===== config.mk =====
export PLATFORM = sky130hd
export DESIGN_NAME = cross_marker_gen
export DESIGN_NICKNAME = d
export VERILOG_FILES = /design/src/rtl/cross_marker_gen.sv
export SDC_FILE = /design/constraint.sdc
export NUM_CORES = 1
export LEC_CHECK = 0
export ABC_AREA = 1
export BUFFER_PORTS_ARGS = -buffer_cell sky130_fd_sc_hd__buf_4
export CAP_MARGIN = 10
export CORE_AREA = 2 2 104 106
export CTS_BUF_LIST = sky130_fd_sc_hd__clkbuf_16
export DETAILED_ROUTE_END_ITERATION = 16
export DIE_AREA = 0 0 106 108
export PLACE_DENSITY = 0.85
export SYNTH_ARGS = -nofsm -noshare
export SYNTH_HDL_FRONTEND = slang
export SYNTH_SLANG_ARGS = --single-unit

===== constraint.sdc =====
create_clock -name clk -period 2.1 [get_ports clk]
set_clock_uncertainty 0.1 [all_clocks]
set_input_delay 0.21 -clock clk [delete_from_list [all_inputs] [get_ports clk]]
set_output_delay 0.21 -clock clk [all_outputs]
set_load 0.03 [all_outputs]

===== src/rtl/cross_marker_gen.sv =====
// Cross-shaped overlay select generator for the LCD pixel path.
// Tracks pixel x/y from the timing signals and delays RGB/timing by one cycle to stay aligned with sel.
module cross_marker_gen #(
  parameter int H_ACTIVE = 480,
  parameter int V_ACTIVE = 272,
  parameter int ARM_LEN  = 8,
  parameter int HALF_W   = 1,
  parameter int XW       = 10,
  parameter int YW       = 10
) (
  input  logic          clk,
  input  logic          rst,
  input  logic          vsync_in,
  input  logic          hsync_in,
  input  logic          de_in,
  input  logic [4:0]    r_in,
  input  logic [5:0]    g_in,
  input  logic [4:0]    b_in,
  input  logic          target_valid,
  input  logic [XW-1:0] target_x,
  input  logic [YW-1:0] target_y,
  output logic          vsync_out,
  output logic          hsync_out,
  output logic          de_out,
  output logic [4:0]    r_out,
  output logic [5:0]    g_out,
  output logic [4:0]    b_out,
  output logic          sel,
  output logic          marker_on
);

  localparam int DW = ((XW > YW) ? XW : YW) + 1;

  logic [XW-1:0] x_cnt;
  logic [YW-1:0] y_cnt;
  logic [XW-1:0] shadow_x;
  logic [YW-1:0] shadow_y;
  logic          shadow_vld;
  logic [XW-1:0] active_x;
  logic [YW-1:0] active_y;
  logic          de_fall;
  logic          vsync_rise;
  logic [DW-1:0] x_ext;
  logic [DW-1:0] y_ext;
  logic [DW-1:0] tx_ext;
  logic [DW-1:0] ty_ext;
  logic [DW-1:0] dx;
  logic [DW-1:0] dy;
  logic          hit;

  // The delayed timing outputs double as the previous-cycle copies for edge detection.
  assign de_fall    = de_out & ~de_in;
  assign vsync_rise = vsync_in & ~vsync_out;

  always_ff @(posedge clk) begin
    if (rst) begin
      vsync_out <= 1'b0;
      hsync_out <= 1'b0;
      de_out    <= 1'b0;
      r_out     <= '0;
      g_out     <= '0;
      b_out     <= '0;
    end else begin
      vsync_out <= vsync_in;
      hsync_out <= hsync_in;
      de_out    <= de_in;
      r_out     <= r_in;
      g_out     <= g_in;
      b_out     <= b_in;
    end
  end

  always_ff @(posedge clk) begin
    if (rst) begin
      x_cnt <= '0;
    end else if (de_fall) begin
      x_cnt <= '0;
    end else if (de_in && (x_cnt != XW'(H_ACTIVE - 1))) begin
      x_cnt <= x_cnt + 1'b1;
    end
  end

  // Frame start takes priority over the end-of-line increment.
  always_ff @(posedge clk) begin
    if (rst) begin
      y_cnt <= '0;
    end else if (vsync_rise) begin
      y_cnt <= '0;
    end else if (de_fall && (y_cnt != YW'(V_ACTIVE - 1))) begin
      y_cnt <= y_cnt + 1'b1;
    end
  end

  // Shadow/active pair: the active target only moves at a frame boundary.
  always_ff @(posedge clk) begin
    if (rst) begin
      shadow_x   <= '0;
      shadow_y   <= '0;
      shadow_vld <= 1'b0;
      active_x   <= '0;
      active_y   <= '0;
      marker_on  <= 1'b0;
    end else begin
      if (vsync_rise && shadow_vld) begin
        active_x   <= shadow_x;
        active_y   <= shadow_y;
        marker_on  <= 1'b1;
        shadow_vld <= 1'b0;
      end
      if (target_valid) begin
        shadow_x   <= target_x;
        shadow_y   <= target_y;
        shadow_vld <= 1'b1;
      end
    end
  end

  // Unsigned distances in a widened domain so clipping never wraps.
  always_comb begin
    x_ext  = DW'(x_cnt);
    y_ext  = DW'(y_cnt);
    tx_ext = DW'(active_x);
    ty_ext = DW'(active_y);
    dx     = (x_ext >= tx_ext) ? (x_ext - tx_ext) : (tx_ext - x_ext);
    dy     = (y_ext >= ty_ext) ? (y_ext - ty_ext) : (ty_ext - y_ext);
    hit    = ((dx <= DW'(ARM_LEN)) && (dy <= DW'(HALF_W))) ||
             ((dy <= DW'(ARM_LEN)) && (dx <= DW'(HALF_W)));
  end

  always_ff @(posedge clk) begin
    if (rst) begin
      sel <= 1'b0;
    end else begin
      sel <= de_in & marker_on & hit;
    end
  end

endmodule


==> results.txt <==
Synth async-reset ratio - 0%
Bufs and invs on worst path - 1
simple-gate share of the synthesized area - 31.55%
crit path max fanout - 5
Hold/Removal Path Class - input pin to register
slack of the critical path - -0.1326 ns
die area - 11450 um^2
Placeable Area - 10230 um^2
Pins Over Slew Limit - 0
Die Height - 108 um
maxcap violations - 0
area of the multi-input gates - 3460 um^2
final setup fails - 4
CTS HTree Levels - 3
Port Buffers - 62
Root Buffer - clkbuf_16
largest net degree at the start of global routing - 42
initial drt markers - 1010
Final Net Count - 1057
slowest cell delay on critical path - 0.36 ns
global router's overall resource usage - 33.50%
Adder-Cell Fraction of Synth Area - 11.39%
vias in the first global route - 6217
pre-CTS setup slack - -0.08627 ns
first-pass GRT wire length - 30420 um
Main synth FF type - dfxtp_1
detailed placer's ending HPWL - 10530 um
Worst Path Class, Setup - register to register
Leak - 3.638 nW
WP data arrival - 2.43 ns
critical path data required time - 2.29 ns
Hold Path Cell Cnt - 3
Startpoint Class - register
via count - 6870
R2R cell count - 13
Slew Limit Headroom - 52.95%
Achievable Freq - 447.9 MHz
WHS - -0.005787 ns
initial antenna violation count - 0
deepest clock path buffer count - 2
Pwr per Cell Area - 686.0 nW/um^2
Tmin final - 2.233 ns
Layout Area Growth over Synthesis - 39.14%
TritonRoute pass-1 iters - 8
compound-cell area share of the yosys netlist - 12.16%
number of buffers created by CTS - 9
Num Clock Sinks - 82
Mapped Area - 5319 um^2
RSZ-0062 raised after global routing - true
Seq/Total Area, Yosys - 30.86%
Post-DRT Antenna Nets - 0
Starting Density - 51.99%
IO Pins - 63
most common cell after layout, fill and taps aside - nand2_1
CP max-delay cell - dfxtp_1
Worst VDD drop - 744.8 uV
Largest delay share family, worst path - simple AND/OR/NAND/NOR gates
failing checks - negative hold slack, negative setup slack
Synth Net Count - 904
DRC - 0
number of enable flip-flop cells after synthesis - 0
unique cell type count in the Yosys netlist - 31
Fillers - 546
Clock Pin Slew Worst Setup and Hold Paths - 0.07 ns
Crit. path cell count - 13
post-synthesis register bit count - 82
Synth Area in XOR/XNOR - 2.305%
DR vias/cell - 6.195
ANT cells - 0
post-layout util - 72.34%
Synth Warn # - 0
CP Capture Type - register
CTS tree - yes
Worst-Margin Slew - 0.7050 ns
GRT Residual Overflow - 0
mux contribution to synthesized area - 0%
total routed wirelength - 22650 um
Die Width - 106 um
layout cells sized above 1 - 27.54%
reg-to-reg slack, setup - -0.13 ns
wire per inst - 20.43 um
Post-Syn Instances - 816
final hold violations - 1
largest family of logic cells by synthesized area - simple AND/OR/NAND/NOR gates
crit share post-route - 106.3%
gp weighted congestion - 0.9312
critical-path cell list - inv_1 -> ha_4 -> nand2_1 -> nand2_1 -> a21oi_2 -> nand2_2 -> a21oi_4 -> nand3_1 -> nand2_1 -> nand3_1 -> nor2_1 -> nand3_1 -> nor2_1
outcome - complete, but fails checks
mean post-synth cell area - 6.518 um^2
commonest cells after routing, fill and taps aside - nand2_1, buf_4, inv_1, nor2_1, dfxtp_1
Row Count - 37
Clock Latency Late Sink - 0.35 ns
register area - 1657 um^2
## worst min-delay path, cell delays in order
cell and delay, ns:
buf_4 0.08, nor2_1 0.04, nor2_1 0.08
## routing by layer
metal	vias up	wire length, um	track usage (%)
li1	2866	-	-
met1	3046	7800	39.49
met2	710	9739	56.59
met3	248	2906	7.294
met4	0	2208	19.27
met5	-	0	0
## metrics by stage
step           cell area (um^2)  instances  power, mW  hold slack (ns)  setup TNS [ns]
2_1_floorplan              5319        816      2.641           0.1926               0
3_3_place_gp               6389       1066      2.996           0.3079        -0.07060
3_5_place_dp               6389       1066      3.029           0.3177        -0.08627
4_1_cts                    7069       1106      4.780        0.0007151       -0.004172
5_1_grt                    7401       1109      5.241        0.0009502          -1.669
6_report                   7401       1109      5.077        -0.005787         -0.1904
## power by group
| group | leakage [nW] | internal (mW) | switching, mW |
|---|---|---|---|
| sequential | 0.679 | 1.63 | 0.0695 |
| combinational | 2.81 | 0.630 | 0.995 |
| clock | 0.152 | 1.04 | 0.706 |
## cells in the mapped netlist (3+ instances only)
cell type	instances	area, um^2
nand4_1	11	68.82
nor3_1	7	35.03
o21ai_0	53	265.3
nand2_4	3	33.78
a21oi_1	63	315.3
a21oi_2	4	35.03
nor2_1	89	334.1
nor4_1	4	25.02
nand2_1	193	724.4
xor2_1	14	122.6
or2_2	4	25.02
nand3_1	58	290.3
inv_1	139	521.8
fa_1	4	80.08
buf_6	3	33.78
nor2_2	4	25.02
clkbuf_1	14	52.55
inv_2	3	11.26
ha_1	42	525.5
nand2_2	12	75.07
dfxtp_1	82	1642
## registers in the layout, indices dropped and copies added (netlist names)
signal / flops
active_x: 10
active_y: 10
b_out: 5
de_out: 1
g_out: 6
hsync_out: 1
marker_on: 1
r_out: 5
sel: 1
shadow_vld: 1
shadow_x: 10
shadow_y: 10
vsync_out: 1
x_cnt: 10
y_cnt: 10
## layout make-up
cell class              count  area share (%)
multi-input cells         574           46.75
flip-flops and latches     82           22.38
repair buffers            160           17.08
inverters                 142           7.236
clock buffers               9           3.043
well taps                 136           2.299
clock inverters             6           1.217
## path summary, 6_finish.rpt
kind / startpoint / to
worst min register to register: shadow_y[7] / shadow_y[7]
worst max-delay path: y_cnt[4] / sel
worst max register to register: y_cnt[4] / sel
worst min-delay path: target_x[0] / shadow_x[0]
## repair_timing
action,4_1_cts,5_1_grt
hold buffers,25,0
pin swaps,1,16
setup buffers,0,3
resized for setup,26,79
hold endpoints to repair,25,0
cloned,0,0
setup endpoints to repair,4,12
## logic make-up (layout without fill, tap and decap cells)
family,count (synthesis),after routing
simple gates,390,390
compound gates,124,124
xor+xnor,14,14
buf+inv,160,317
flops,82,82
fa+ha+maj,46,46
Power figures use the tool's default switching activity.
